## config.mk

```make
export PLATFORM = sky130hd
export DESIGN_NAME = cernbe_initiator
export DESIGN_NICKNAME = d
export VERILOG_FILES = /design/src/rtl/cernbe_initiator.sv
export SDC_FILE = /design/constraint.sdc
export NUM_CORES = 1
export LEC_CHECK = 0
export BUFFER_PORTS_ARGS = -buffer_cell sky130_fd_sc_hd__buf_2
export CORE_MARGIN = 1
export CORE_UTILIZATION = 40
export DETAILED_ROUTE_END_ITERATION = 10
export PLACE_DENSITY = 0.73
export SLEW_MARGIN = 20
export SYNTH_ARGS = -nofsm -noshare
export SYNTH_HDL_FRONTEND = slang
export SYNTH_SLANG_ARGS = --single-unit
```

## constraint.sdc

```tcl
create_clock -name Clk -period 1.7 [get_ports Clk]
set_input_delay 0.34 -clock Clk [delete_from_list [all_inputs] [get_ports Clk]]
set_output_delay 0.34 -clock Clk [all_outputs]
set_load 0.03 [all_outputs]
```

## src/rtl/cernbe_initiator.sv

```systemverilog
// CERN-BE register-bus initiator: turns a valid/ready command into one
// VMERdMem/VMEWrMem cycle and returns data or a timeout error on a response pulse.
module cernbe_initiator #(
    parameter int unsigned ADDR_MSB = 19,
    parameter int unsigned TIMEOUT  = 255
) (
    input  logic              Clk,
    input  logic              rst_n,
    input  logic              cmd_valid,
    output logic              cmd_ready,
    input  logic              cmd_we,
    input  logic [ADDR_MSB:2] cmd_addr,
    input  logic [31:0]       cmd_wdata,
    output logic              rsp_valid,
    output logic [31:0]       rsp_rdata,
    output logic              rsp_err,
    output logic [ADDR_MSB:2] VMEAddr,
    output logic [31:0]       VMEWrData,
    output logic              VMERdMem,
    output logic              VMEWrMem,
    input  logic [31:0]       VMERdData,
    input  logic              VMERdDone,
    input  logic              VMEWrDone
);

    localparam logic [1:0] IDLE    = 2'd0;
    localparam logic [1:0] RD_WAIT = 2'd1;
    localparam logic [1:0] WR_WAIT = 2'd2;

    localparam int unsigned CNT_W    = (TIMEOUT > 1) ? $clog2(TIMEOUT) : 1;
    localparam int unsigned CNT_LAST = (TIMEOUT > 0) ? TIMEOUT - 1 : 0;
    localparam bit          TO_EN    = (TIMEOUT != 0);

    logic [1:0]          state, state_d;
    logic [CNT_W-1:0]    cnt, cnt_d;
    logic [ADDR_MSB:2]   addr_d;
    logic [31:0]         wdata_d;
    logic                rdmem_d, wrmem_d;
    logic                rsp_valid_d, rsp_err_d;
    logic [31:0]         rsp_rdata_d;
    logic                expired;
    logic                done_match;
    logic [31:0]         done_data;

    assign cmd_ready = (state == IDLE);

    // Expiry fires on the TIMEOUT-th wait cycle; counter starts at 0 in the strobe cycle.
    assign expired = TO_EN && (cnt == CNT_W'(CNT_LAST));

    // Matching completion for the access type currently outstanding.
    always_comb begin
        done_match = 1'b0;
        done_data  = 32'd0;
        if (state == RD_WAIT) begin
            done_match = VMERdDone;
            done_data  = VMERdData;
        end else if (state == WR_WAIT) begin
            done_match = VMEWrDone;
        end
    end

    // Next-state and registered-output computation.
    always_comb begin
        state_d     = state;
        cnt_d       = cnt;
        addr_d      = VMEAddr;
        wdata_d     = VMEWrData;
        rdmem_d     = 1'b0;
        wrmem_d     = 1'b0;
        rsp_valid_d = 1'b0;
        rsp_rdata_d = rsp_rdata;
        rsp_err_d   = rsp_err;

        case (state)
            IDLE: begin
                if (cmd_valid) begin
                    addr_d = cmd_addr;
                    cnt_d  = '0;
                    if (cmd_we) begin
                        wdata_d = cmd_wdata;
                        wrmem_d = 1'b1;
                        state_d = WR_WAIT;
                    end else begin
                        rdmem_d = 1'b1;
                        state_d = RD_WAIT;
                    end
                end
            end
            RD_WAIT, WR_WAIT: begin
                // A done arriving in the expiry cycle takes priority over the error.
                if (done_match) begin
                    rsp_valid_d = 1'b1;
                    rsp_rdata_d = done_data;
                    rsp_err_d   = 1'b0;
                    state_d     = IDLE;
                end else if (expired) begin
                    rsp_valid_d = 1'b1;
                    rsp_rdata_d = 32'd0;
                    rsp_err_d   = 1'b1;
                    state_d     = IDLE;
                end else if (TO_EN) begin
                    cnt_d = cnt + CNT_W'(1);
                end
            end
            default: begin
                state_d = IDLE;
            end
        endcase
    end

    always_ff @(posedge Clk or negedge rst_n) begin
        if (!rst_n) begin
            state     <= IDLE;
            cnt       <= '0;
            VMEAddr   <= '0;
            VMEWrData <= 32'd0;
            VMERdMem  <= 1'b0;
            VMEWrMem  <= 1'b0;
            rsp_valid <= 1'b0;
            rsp_rdata <= 32'd0;
            rsp_err   <= 1'b0;
        end else begin
            state     <= state_d;
            cnt       <= cnt_d;
            VMEAddr   <= addr_d;
            VMEWrData <= wdata_d;
            VMERdMem  <= rdmem_d;
            VMEWrMem  <= wrmem_d;
            rsp_valid <= rsp_valid_d;
            rsp_rdata <= rsp_rdata_d;
            rsp_err   <= rsp_err_d;
        end
    end

endmodule
```

=== Word-level counts from Yosys, hierarchy flattened ===
Cells that the tools add are included.

* Add/subtract/negate cells: 1
* $mul: 0
* Divide/modulo/power cells: 0
* Magnitude comparators: 0
* Eq/ne operators: 7
* Shift operators: 0
* Mux-type cells: 25
* Bitwise operators: 0
* Reduce and logical (&&, ||, !) cells: 9

{| class="wikitable"
|+ Operator list
! kind !! count
|-
| $mux W32 || 3
|-
| $mux W8 || 3
|-
| $pmux W8 S2 || 1
|-
| $mux W1 || 13
|-
| $add A8 B1 Y8 const B || 1
|-
| $eq A8 B8 Y1 const B || 1
|-
| $mux W2 || 4
|-
| $ne A2 B2 Y1 const B || 3
|-
| $reduce_and A2 Y1 || 3
|-
| $pmux W2 S2 || 1
|-
| $reduce_and A4 Y1 || 1
|-
| $reduce_bool A2 Y1 || 2
|-
| $ne A3 B3 Y1 const B || 1
|-
| $reduce_and A3 Y1 || 1
|-
| $eq A2 B1 Y1 const B || 1
|-
| $eq A2 B2 Y1 const B || 1
|-
| $logic_not A2 Y1 || 1
|-
| $reduce_or A2 Y1 || 1
|}

* Register bits after elaboration: 96
* Bits in latches: 0
* RAM bits: 0
* ROM bits: 0
* Bits of input ports: 88
* Output and inout port bits: 87
* Logic and storage cells: 51
* Memories: 0

=== Logic depth before layout (Yosys ltp) ===
Gate-level depths: netlist (run 1).

* Depth in word-level cells: 5
* Mapped depth: 8

=== Least setup slack after synthesis (run 1) ===
No wires, ideal clock.

* Path kind: reg-to-reg
* Start: register state[0]
* End: register cnt[1]
* Data arrival time: 1.798 ns
* Data required time: 1.631 ns
* Setup slack: -0.167 ns
* Stages on the path, launching flop included: 8
* Period minus slack after synthesis: 1.867 ns
* Cells stage by stage: dfrtp_1 -> inv_1 -> ha_1 -> buf_2 -> mux2i_1 -> or3_1 -> or3_1 -> nand3_1

* Elaborated cells between the ends (all ways): 12

{| class="wikitable"
|+ RTL lines
! what !! line !! text
|-
| from (decl) || 34 || <nowiki>logic [1:0] state, state_d;</nowiki>
|-
| from (signal assigned) || 123 || <nowiki>state <= state_d;</nowiki>
|-
| $logic_not A2 Y1 (*) || - ||
|-
| named net cmd_ready || 10 || <nowiki>output logic cmd_ready,</nowiki>
|-
| $ne A2 B2 Y1 (no source line) / $reduce_bool A2 Y1 (equally long branches) || - ||
|-
| $reduce_and A4 Y1 (no source line) || - ||
|-
| to (signal assigned) || 124 || <nowiki>cnt <= cnt_d;</nowiki>
|-
| to (decl) || 35 || <nowiki>logic [CNT_W-1:0] cnt, cnt_d;</nowiki>
|}

Mark *: on every way through the listed nets, which the timed path passes. The rest lies on a longest branch.
A chain may end at the register's enable or synchronous reset.

=== Worst setup path after layout (run 1) ===
* Start: register state[1]
* End: register rsp_rdata[26]

* Longest elaborated chain between the ends: 5
* Elaborated cells between the ends (all ways): 9

{| class="wikitable"
|+ RTL lines
! what !! line !! text
|-
| $eq A2 B2 Y1 || 57, 74 ||
|-
| $mux W1 || 57 || <nowiki>end else if (state == WR_WAIT) begin</nowiki>
|-
| $mux W1 || 54 || <nowiki>if (state == RD_WAIT) begin</nowiki>
|-
| $reduce_bool A2 Y1 (no source line) || - ||
|-
| $reduce_and A2 Y1 (no source line) || - ||
|-
| to (signal assigned) || 130 || <nowiki>rsp_rdata <= rsp_rdata_d;</nowiki>
|-
| to (decl) || 15 || <nowiki>output logic [31:0] rsp_rdata,</nowiki>
|}

Parallel ways exist; a longest one is shown, timed or not.

==> flow_summary_export.csv, run 1 <==
group,metric,value,unit
min_path,whs_endpoint,"VMEAddr[4]$_DFFE_PN0P_",
layout,syn2layout_area_growth,37.9,%
min_path,holdPathStages,2,
worst_setup_path,r2r-start,"state[1]$_DFFE_PN0P_",
cts,path_clk_slew,0.09,ns
cts,clock_path_buffers,2,
sta,final-setup-viol-count,17,
synth,synth_nets,363,
worst_setup_path,cpPeakStageDelay,0.42,ns
detailed_routing,vias_per_cell,4.89,
worst_setup_path,end_kind,"flip-flop",
floorplan,die_area,10000,sq um
outcome,outcome,"finished, violations left",
layout,fillers,800,
synth,synthesis.area,3840,sq um
floorplan,ios,175,
placed_design,hpwl,6590,um
floorplan,fp.dieH,100,um
power_and_ir_drop,combPwrFrac,0.490,
worst_setup_path,path_class,"reg2reg",
worst_setup_path,reg2reg_to,"rsp_rdata[26]$_DFFE_PN0P_",
synth,ys.flop_type,"dfrtp_1",
power_and_ir_drop,vdd_ir_drop_max,1110,uV
detailed_routing,wl,8650,um
detailed_routing,vias,2901,
synth,yosysSeqAreaShare,0.625,
worst_setup_path,critPathRequiredTime,1.98,ns
sta,tightest_slew,0.333,ns
power_and_ir_drop,p_sw,4830,uW
worst_setup_path,worstSetupStartpointType,"flip-flop",
layout,diodes,0,
floorplan,core-area,9280,sq um
sta,skew,0.0122,ns
layout,fin_nets,555,
worst_setup_path,ff2ff_path_depth,7,
synth,ys_ff_latch,96,
detailed_routing,ant_nets,0,
synth,synth.distinct_cells,38,
synth,synthArstFlopShare,1.00,
sta,worst_slack,-0.0297,ns
sta,rsz0062_at_grt,"yes",
detailed_routing,wire_per_inst,14.6,um
layout,mostFrequentLayoutCell,"buf_2",
layout,drive_gt1_frac,0.494,
global_route,grt_overflow_total,0,
worst_setup_path,path_cells,"inv_2 > ha_4 > and3b_1 > a21o_4 > o21ai_4 > buf_4 > a22o_1",
synth,ys_warn_count,0,
placed_design,port_buffers,174,
power_and_ir_drop,p_leak,0.00272,uW
power_and_ir_drop,clkPwrFrac,0.155,
sta,fin_crit_sh,1.02,
detailed_routing,drt_iter0_markers,46,
sta,fin_crit,1.73,ns
cts,cts_tree,"built",
cts,cts_htree_levels,3,
outcome,violations,"negative setup slack",
global_route,grt_pass1_vias,2946,
cts,cts.root.buffer_cell,"clkbuf_8",
job,max_cap_viol_count,0,
sta,hold_viol_final,0,
detailed_routing,drc_errors,0,
layout,regArea,2400,sq um
layout,utilization,0.571,
floorplan,start_util,0.414,
detailed_routing,first_pass_iters,4,
sta,fmaxAchievable,0.578,GHz
floorplan,fp.dieW,100,um
synth,syn_avg_cell_area,14.3,sq um
synth,synth_enable_flop_cells,0,
global_route,grt_usage,0.181,
cts,post_cts_buffers,0,
power_and_ir_drop,swShare,0.434,
power_and_ir_drop,power.internal,6290,uW
synth,netlist_instances,269,
cts,cts_buffers,9,
layout,mostFrequentLayoutCells,"buf_2, dfrtp_1, mux2_1, a22o_1, buf_4",
worst_setup_path,crit_slowest_cell,"dfrtp_1",
placed_design,place_congestion,0.860,
worst_setup_path,worstPathArrival,2.01,ns
sta,tns,-0.122,ns
min_path,worstHoldPathType,"in2reg",
cts,clock-sinks,96,
power_and_ir_drop,p_seq_frac,0.355,
power_and_ir_drop,power_density,2100,nW/um^2
worst_setup_path,cp_max_fo,8,
sta,slew_headroom,0.777,
sta,slew_viol_final,0,
floorplan,std_cell_rows,35,
global_route,grt_max_degree,34,
global_route,grt_antenna_before_repair,0,
min_path,hp-start,"cmd_addr[4]",
worst_setup_path,r2r_setup_slack,-0.03,ns
layout,multi_input_area,1360,sq um
cts,insertion_delay,0.35,ns
global_route,grt_pass1_wl,14000,um
-- per-stage QoR --
stage	std cells	worst slack (ns)	area [sq um]	hold WS (ns)	total power, uW
6_report	593	-0.0297	5300	0.191	11100
5_1_grt	593	-0.132	5300	0.165	11800
4_1_cts	593	-0.0383	5290	0.165	11200
3_5_place_dp	578	-0.0995	5040	0.215	9460
3_3_place_gp	578	-0.0175	5040	0.213	9290
2_1_floorplan	269	-0.0161	3870	0.0444	7600
-- synth_stat cells (3+ instances only) --
cell type / instances / area, sq um
inv_1: 9 / 33.8
clkbuf_1: 5 / 18.8
buf_2: 4 / 20.0
nand2_1: 11 / 41.3
and3_1: 3 / 18.8
o211ai_1: 3 / 22.5
mux2_2: 4 / 45.0
a31oi_1: 3 / 18.8
dfrtp_1: 96 / 2400
a21oi_1: 4 / 20.0
ha_1: 6 / 75.1
a22o_1: 33 / 289
nand3_1: 5 / 25.0
mux2_1: 47 / 529
buf_6: 4 / 45.0
-- power groups by stage --
stage	Sequential, uW	Combinational (uW)	Clock, uW
finish	3950	5450	1720
global route	4090	5810	1870
detailed placement	3980	5480	0
floorplan	6030	1570	0
global placement	3940	5350	0
CTS	3960	5480	1780
-- state kept, by name, summed over array words and instances (netlist names) --
signal / count
VMEWrData: 32
VMERdMem: 1
rsp_rdata: 32
VMEWrMem: 1
cnt: 8
rsp_err: 1
VMEAddr: 18
rsp_valid: 1
state: 2
-- layout make-up --
cell class,instances,share of cell area
inverter,11,0.00779
sequential,96,0.454
clock buffer,9,0.0234
timing repair buffer,196,0.209
clock inverter,5,0.0201
multi-input combinational,147,0.256
tap,129,0.0305
-- kinds of logic (layout without fill, tap and decap cells) --
logic type | Yosys count | count (layout) | share of synthesized area
muxes | 52 | 52 | 0.152
adders and majority gates | 6 | 6 | 0.0195
buffers and inverters | 26 | 221 | 0.0345
AOI/OAI and AO/OA | 57 | 57 | 0.124
and+or+nand+nor | 32 | 32 | 0.0446
DFF | 96 | 96 | 0.625
-- critical path, delay by kind of cell, from the launching register on --
family	cells	cell delay (ns)
simple gates	1	0.20
buf+inv	2	0.32
flops	1	0.42
fa+ha+maj	1	0.13
compound gates	3	0.59
-- per-layer routing --
metal | GRT usage | part of all wire | wire length (um) | up-vias
met2 | 0.305 | 0.49 | 4220 | 141
met5 | 0 | 0 | 0 | -
met4 | 0.0491 | 0.0075 | 65 | 0
li1 | - | - | - | 1365
met1 | 0.217 | 0.41 | 3560 | 1389
met3 | 0.0710 | 0.093 | 802 | 6
-- how the worst max path moves through the flow --
stage / startpoint / to / cells past startpoint
final: state[1]$_DFFE_PN0P_ / rsp_rdata[26]$_DFFE_PN0P_ / 7
after global routing: state[1]$_DFFE_PN0P_ / rsp_rdata[26]$_DFFE_PN0P_ / 7
after CTS: state[1]$_DFFE_PN0P_ / rsp_rdata[26]$_DFFE_PN0P_ / 7
after detailed placement: state[0]$_DFFE_PN0P_ / rsp_rdata[26]$_DFFE_PN0P_ / 7
after global placement: state[0]$_DFFE_PN0P_ / rsp_rdata[27]$_DFFE_PN0P_ / 7
after floorplan: state[0]$_DFFE_PN0P_ / cnt[1]$_DFFE_PN0P_ / 7
-- timing repair --
item,CTS,global route
gates resized for setup,2,5
setup endpoints to repair,42,43
hold buffers,1,0
endpoints found under the hold margin,11,0
No activity file was read; power rests on OpenSTA's default activity.
==> run 2, diff against run 1 <==
RECOVER_POWER = 100   (was unset)
==> flow_summary_export.csv, run 2 (same netlist as run 1, synthesis figures left out) <==
group,metric,value,unit
outcome,outcome,"finished, violations left",
outcome,violations,"negative setup slack",
global_route,grt.busiest_layer,"met2",
worst_setup_path,critPathRequiredTime,1.98,ns
sta,skew,0.0118,ns
floorplan,core-area,9280,sq um
power_and_ir_drop,vdd_ir_drop_max,1060,uV
floorplan,ios,175,
layout,multi_input_area,1350,sq um
global_route,grt_max_degree,34,
layout,syn2layout_area_growth,33.5,%
min_path,worstHoldPathType,"in2reg",
layout,diodes,0,
global_route,grt_pass1_vias,2946,
detailed_routing,wire_per_inst,14.6,um
detailed_routing,drt_iter0_markers,72,
global_route,grt_util_met3,0.0710,
sta,slew_viol_final,0,
worst_setup_path,reg2reg_to,"rsp_rdata[26]$_DFFE_PN0P_",
floorplan,fp.dieH,100,um
worst_setup_path,ff2ff_path_depth,7,
placed_design,port_buffers,174,
sta,hold_viol_final,0,
sta,tightest_slew,0.741,ns
cts,insertion_delay,0.35,ns
layout,fin_cells,593,
worst_setup_path,worstSetupStartpointType,"flip-flop",
cts,cts_buffers,9,
cts,cts_tree,"built",
cts,clock_path_buffers,2,
placed_design,place_congestion,0.860,
cts,path_clk_slew,0.09,ns
power_and_ir_drop,p_leak,0.00242,uW
global_route,grt_pass1_wl,14000,um
layout,fillers,851,
sta,tns,-0.146,ns
worst_setup_path,r2r-start,"state[1]$_DFFE_PN0P_",
floorplan,std_cell_rows,35,
sta,rsz0062_at_grt,"yes",
sta,slew_headroom,0.506,
layout,mostFrequentLayoutCells,"dfrtp_1, clkbuf_1, buf_2, mux2_1, a22o_1",
layout,largestRegisters,"VMEWrData: 32 flops, rsp_rdata: 32 flops, VMEAddr: 18 flops",
global_route,grt_usage,0.181,
floorplan,start_util,0.414,
floorplan,fp.dieW,100,um
power_and_ir_drop,power_density,2110,nW/um^2
sta,worst_slack,-0.0295,ns
worst_setup_path,worstPathArrival,2.01,ns
global_route,grt_antenna_before_repair,0,
sta,hold_ws,0.179,ns
worst_setup_path,cp_max_fo,8,
cts,cts_htree_levels,3,
global_route,use_met2,0.305,
cts,post_cts_buffers,0,
sta,fin_crit_sh,1.02,
sta,final-setup-viol-count,18,
worst_setup_path,end_kind,"flip-flop",
detailed_routing,wl,8650,um
sta,fin_crit,1.73,ns
sta,fmaxAchievable,0.578,GHz
placed_design,hpwl,6590,um
worst_setup_path,path_class,"reg2reg",
global_route,grtUsageMet1,0.217,
global_route,grt_overflow_total,0,
detailed_routing,vias_per_cell,4.91,
job,max_cap_viol_count,0,
placed_design,dp.cells,578,
min_path,hp-start,"cmd_we",
detailed_routing,ant_nets,0,
min_path,holdPathStages,2,
layout,mostFrequentLayoutCell,"dfrtp_1",
layout,fin_nets,555,
min_path,whs_endpoint,"VMERdMem$_DFF_PN0_",
layout,drive_gt1_frac,0.304,
worst_setup_path,r2r_setup_slack,-0.03,ns
detailed_routing,drc_errors,0,
cts,cts.root.buffer_cell,"clkbuf_8",
cts,clock-sinks,96,
layout,regArea,2400,sq um
detailed_routing,vias,2910,
detailed_routing,first_pass_iters,4,
floorplan,die_area,10000,sq um
## run 2: final cells by class
cell class                 count  area share
clock buffer                   9      0.0241
clock inverter                 5      0.0207
inverter                      11     0.00805
multi-input combinational    147       0.263
sequential                    96       0.469
tap                          129      0.0315
timing repair buffer         196       0.184
## run 2: how the worst max path moves through the flow
stage / startpoint / to / slack, ns
after floorplan: state[0]$_DFFE_PN0P_ / cnt[1]$_DFFE_PN0P_ / -0.02
after global placement: state[0]$_DFFE_PN0P_ / rsp_rdata[27]$_DFFE_PN0P_ / -0.02
after detailed placement: state[0]$_DFFE_PN0P_ / rsp_rdata[26]$_DFFE_PN0P_ / -0.1
after CTS: state[1]$_DFFE_PN0P_ / rsp_rdata[26]$_DFFE_PN0P_ / -0.04
after global routing: state[1]$_DFFE_PN0P_ / rsp_rdata[26]$_DFFE_PN0P_ / -0.13
final: state[1]$_DFFE_PN0P_ / rsp_rdata[26]$_DFFE_PN0P_ / -0.03
## run 2: worst max-delay path, stage by stage (launching register included)
cell and delay [ns]:
dfrtp_1 0.42, inv_2 0.12, ha_4 0.13, and3b_1 0.20, a21o_4 0.22, o21ai_4 0.21
buf_4 0.20, a22o_1 0.16
## run 2: through the flow
stage,total power (uW),setup slack [ns],instance area [sq um],util
final,10800,-0.0295,5130,0.553
after global routing,11500,-0.132,5130,0.553
after CTS,11200,-0.0383,5290,0.570
after detailed placement,9460,-0.0995,5040,0.543
after global placement,9290,-0.0175,5040,0.543
after floorplan,7600,-0.0161,3870,-
## run 2: what timing repair did
item	CTS	global route
endpoints found under the hold margin	11	0
gates resized for setup	2	5
setup endpoints to repair	42	43
hold buffers	1	0
## run 2: power breakdown
part / internal [uW] / leakage [uW] / switching, uW
combinational: 1620 / 0.00111 / 3490
clock: 966 / 0.000112 / 755
sequential: 3370 / 0.00119 / 615
total: 5960 / 0.00242 / 4860
## run 2: metal layers
layer	vias to the layer above	wire length, um
met2	150	4240
met1	1387	3520
li1	1366	-
met5	-	0
met4	0	64
met3	7	824
==> run 3, diff against run 2 <==
BUFFER_PORTS_ARGS = unset   (was -buffer_cell sky130_fd_sc_hd__buf_2)
DONT_BUFFER_PORTS = 1   (was unset)
PLACE_DENSITY = unset   (was 0.73)
==> flow_summary_export.csv, run 3 (same netlist as run 1, synthesis figures left out) <==
group,metric,value,unit
sta,slew_viol_final,0,
detailed_routing,vias,2299,
layout,fin_nets,391,
cts,clock_path_buffers,2,
worst_setup_path,path_class,"reg2reg",
layout,drive_gt1_frac,0.219,
sta,tightest_slew,0.347,ns
detailed_routing,drt_iter0_markers,66,
detailed_routing,ant_nets,0,
outcome,violations,"negative hold slack, negative setup slack",
placed_design,place_congestion,0.803,
detailed_routing,first_pass_iters,4,
floorplan,core-area,9280,sq um
global_route,grt_max_degree,97,
worst_setup_path,ff2ff_path_depth,8,
layout,fin_cells,431,
min_path,worstHoldPathType,"in2async",
sta,skew,0.00798,ns
detailed_routing,vias_per_cell,5.33,
power_and_ir_drop,vdd_ir_drop_max,902,uV
global_route,grt_pass1_wl,11400,um
placed_design,place_ws,-0.0904,ns
sta,hold_viol_final,96,
sta,rsz0062_at_grt,"yes",
floorplan,start_util,0.414,
floorplan,fp.dieH,100,um
cts,cts.root.buffer_cell,"clkbuf_8",
floorplan,fp.dieW,100,um
worst_setup_path,critPathRequiredTime,1.96,ns
sta,worst_slack,-0.0679,ns
worst_setup_path,worstSetupStartpointType,"flip-flop",
placed_design,dp.cells,406,
worst_setup_path,end_kind,"flip-flop",
layout,mostFrequentLayoutCell,"dfrtp_1",
global_route,grt_pass1_vias,2301,
cts,clock-sinks,96,
cts,cts_buffers,9,
worst_setup_path,crit_slowest_cell,"dfrtp_1",
global_route,grt_overflow_total,0,
sta,final-setup-viol-count,42,
worst_setup_path,worstPathArrival,2.02,ns
layout,syn2layout_area_growth,16.9,%
job,max_cap_viol_count,0,
layout,largestRegisters,"VMEWrData: 32 flops, rsp_rdata: 32 flops, VMEAddr: 18 flops",
global_route,grt_usage,0.152,
detailed_routing,wire_per_inst,17.6,um
sta,fmaxAchievable,0.566,GHz
floorplan,std_cell_rows,35,
sta,hold_ws,-0.330,ns
cts,insertion_delay,0.36,ns
power_and_ir_drop,p_leak,0.00203,uW
global_route,grt_antenna_before_repair,0,
power_and_ir_drop,power_density,2210,nW/um^2
layout,mostFrequentLayoutCells,"dfrtp_1, mux2_1, a22o_1, buf_4, nand2_1",
placed_design,hpwl,5260,um
cts,cts_tree,"built",
placed_design,port_buffers,0,
floorplan,die_area,10000,sq um
worst_setup_path,path_cells,"inv_2 > clkbuf_2 > ha_4 > buf_4 > o21ai_4 > buf_12 > clkbuf_16 > a22o_1",
worst_setup_path,cpPeakStageDelay,0.40,ns
cts,path_clk_slew,0.10,ns
sta,fin_crit_sh,1.04,
sta,slew_headroom,0.768,
sta,fin_crit,1.77,ns
detailed_routing,drc_errors,0,
outcome,outcome,"finished, violations left",
worst_setup_path,cp_max_fo,13,
cts,cts_htree_levels,3,
detailed_routing,wl,7590,um
floorplan,ios,175,
## run 3: cell count changes in the layout (fill, tap and decap cells not counted), sizes merged
cell	change
clkinv	+1
buf	-76
inv	+1
clkbuf	-86
bufinv	-3
clkinvlp	+1
diode	+1
dlygate4sd3	-1
## run 3: metal layers
layer,part of all wire,GRT usage,vias to the layer above
met5,0,0,-
met4,0.015,0.0736,0
met3,0.11,0.0738,11
met2,0.47,0.237,150
met1,0.41,0.176,1100
li1,-,-,1038
## run 3: cell type report
cell class | instances | area (sq um)
fillers | 808 | 4790
flip-flops and latches | 96 | 2400
multi-input cells | 147 | 1390
repair buffers | 32 | 322
well taps | 129 | 161
clock buffers | 10 | 128
inverters | 11 | 43.8
clock inverters | 5 | 41.3
diodes | 1 | 2.50
## run 3: worst paths after layout
kind / startpoint / end / slack (ns)
setup / recovery: state[1]$_DFFE_PN0P_ / rsp_rdata[2]$_DFFE_PN0P_ / -0.07
setup reg to reg: state[1]$_DFFE_PN0P_ / rsp_rdata[2]$_DFFE_PN0P_ / -0.07
hold / removal: rst_n / VMEWrData[9]$_DFFE_PN0P_ / -0.33
max in group asynchronous: rst_n / cnt[2]$_DFFE_PN0P_ / 1.86
hold reg to reg: state[1]$_DFFE_PN0P_ / state[1]$_DFFE_PN0P_ / 0.58
min in group Clk: cmd_we / VMERdMem$_DFF_PN0_ / 0.07
## run 3: metrics by stage
| step | utilization | power [uW] | TNS (ns) | hold slack, ns | cell area (sq um) |
|---|---|---|---|---|---|
| finish | 0.484 | 9950 | -1.52 | -0.330 | 4490 |
| global route | 0.484 | 10500 | -5.15 | -0.368 | 4490 |
| CTS | 0.476 | 9900 | -0.877 | -0.354 | 4420 |
| detailed placement | 0.449 | 8400 | -1.14 | 0.0462 | 4170 |
| global placement | 0.449 | 8350 | -0.118 | 0.0463 | 4170 |
| floorplan | - | 7600 | -0.0305 | 0.0444 | 3870 |
## run 3: report_power, final
| group | switching [uW] | total (uW) | internal, uW |
|---|---|---|---|
| logic | 1010 | 2430 | 1420 |
| registers | 2850 | 6200 | 3340 |
| clock network | 784 | 1320 | 537 |
## run 3: worst max-delay path, delay by kind of cell, from the launching register on
kind	cells	cell delay, ns
compound gates	2	0.28
flops	1	0.40
buf+inv	5	0.67
fa+ha+maj	1	0.31
## run 3: repair_timing
action	in CTS	in global routing
buffers inserted	4	11
resized for setup	7	8
setup endpoints to repair	37	45
pin swaps	13	13
cloned	0	1
endpoints found under the hold margin	96	96
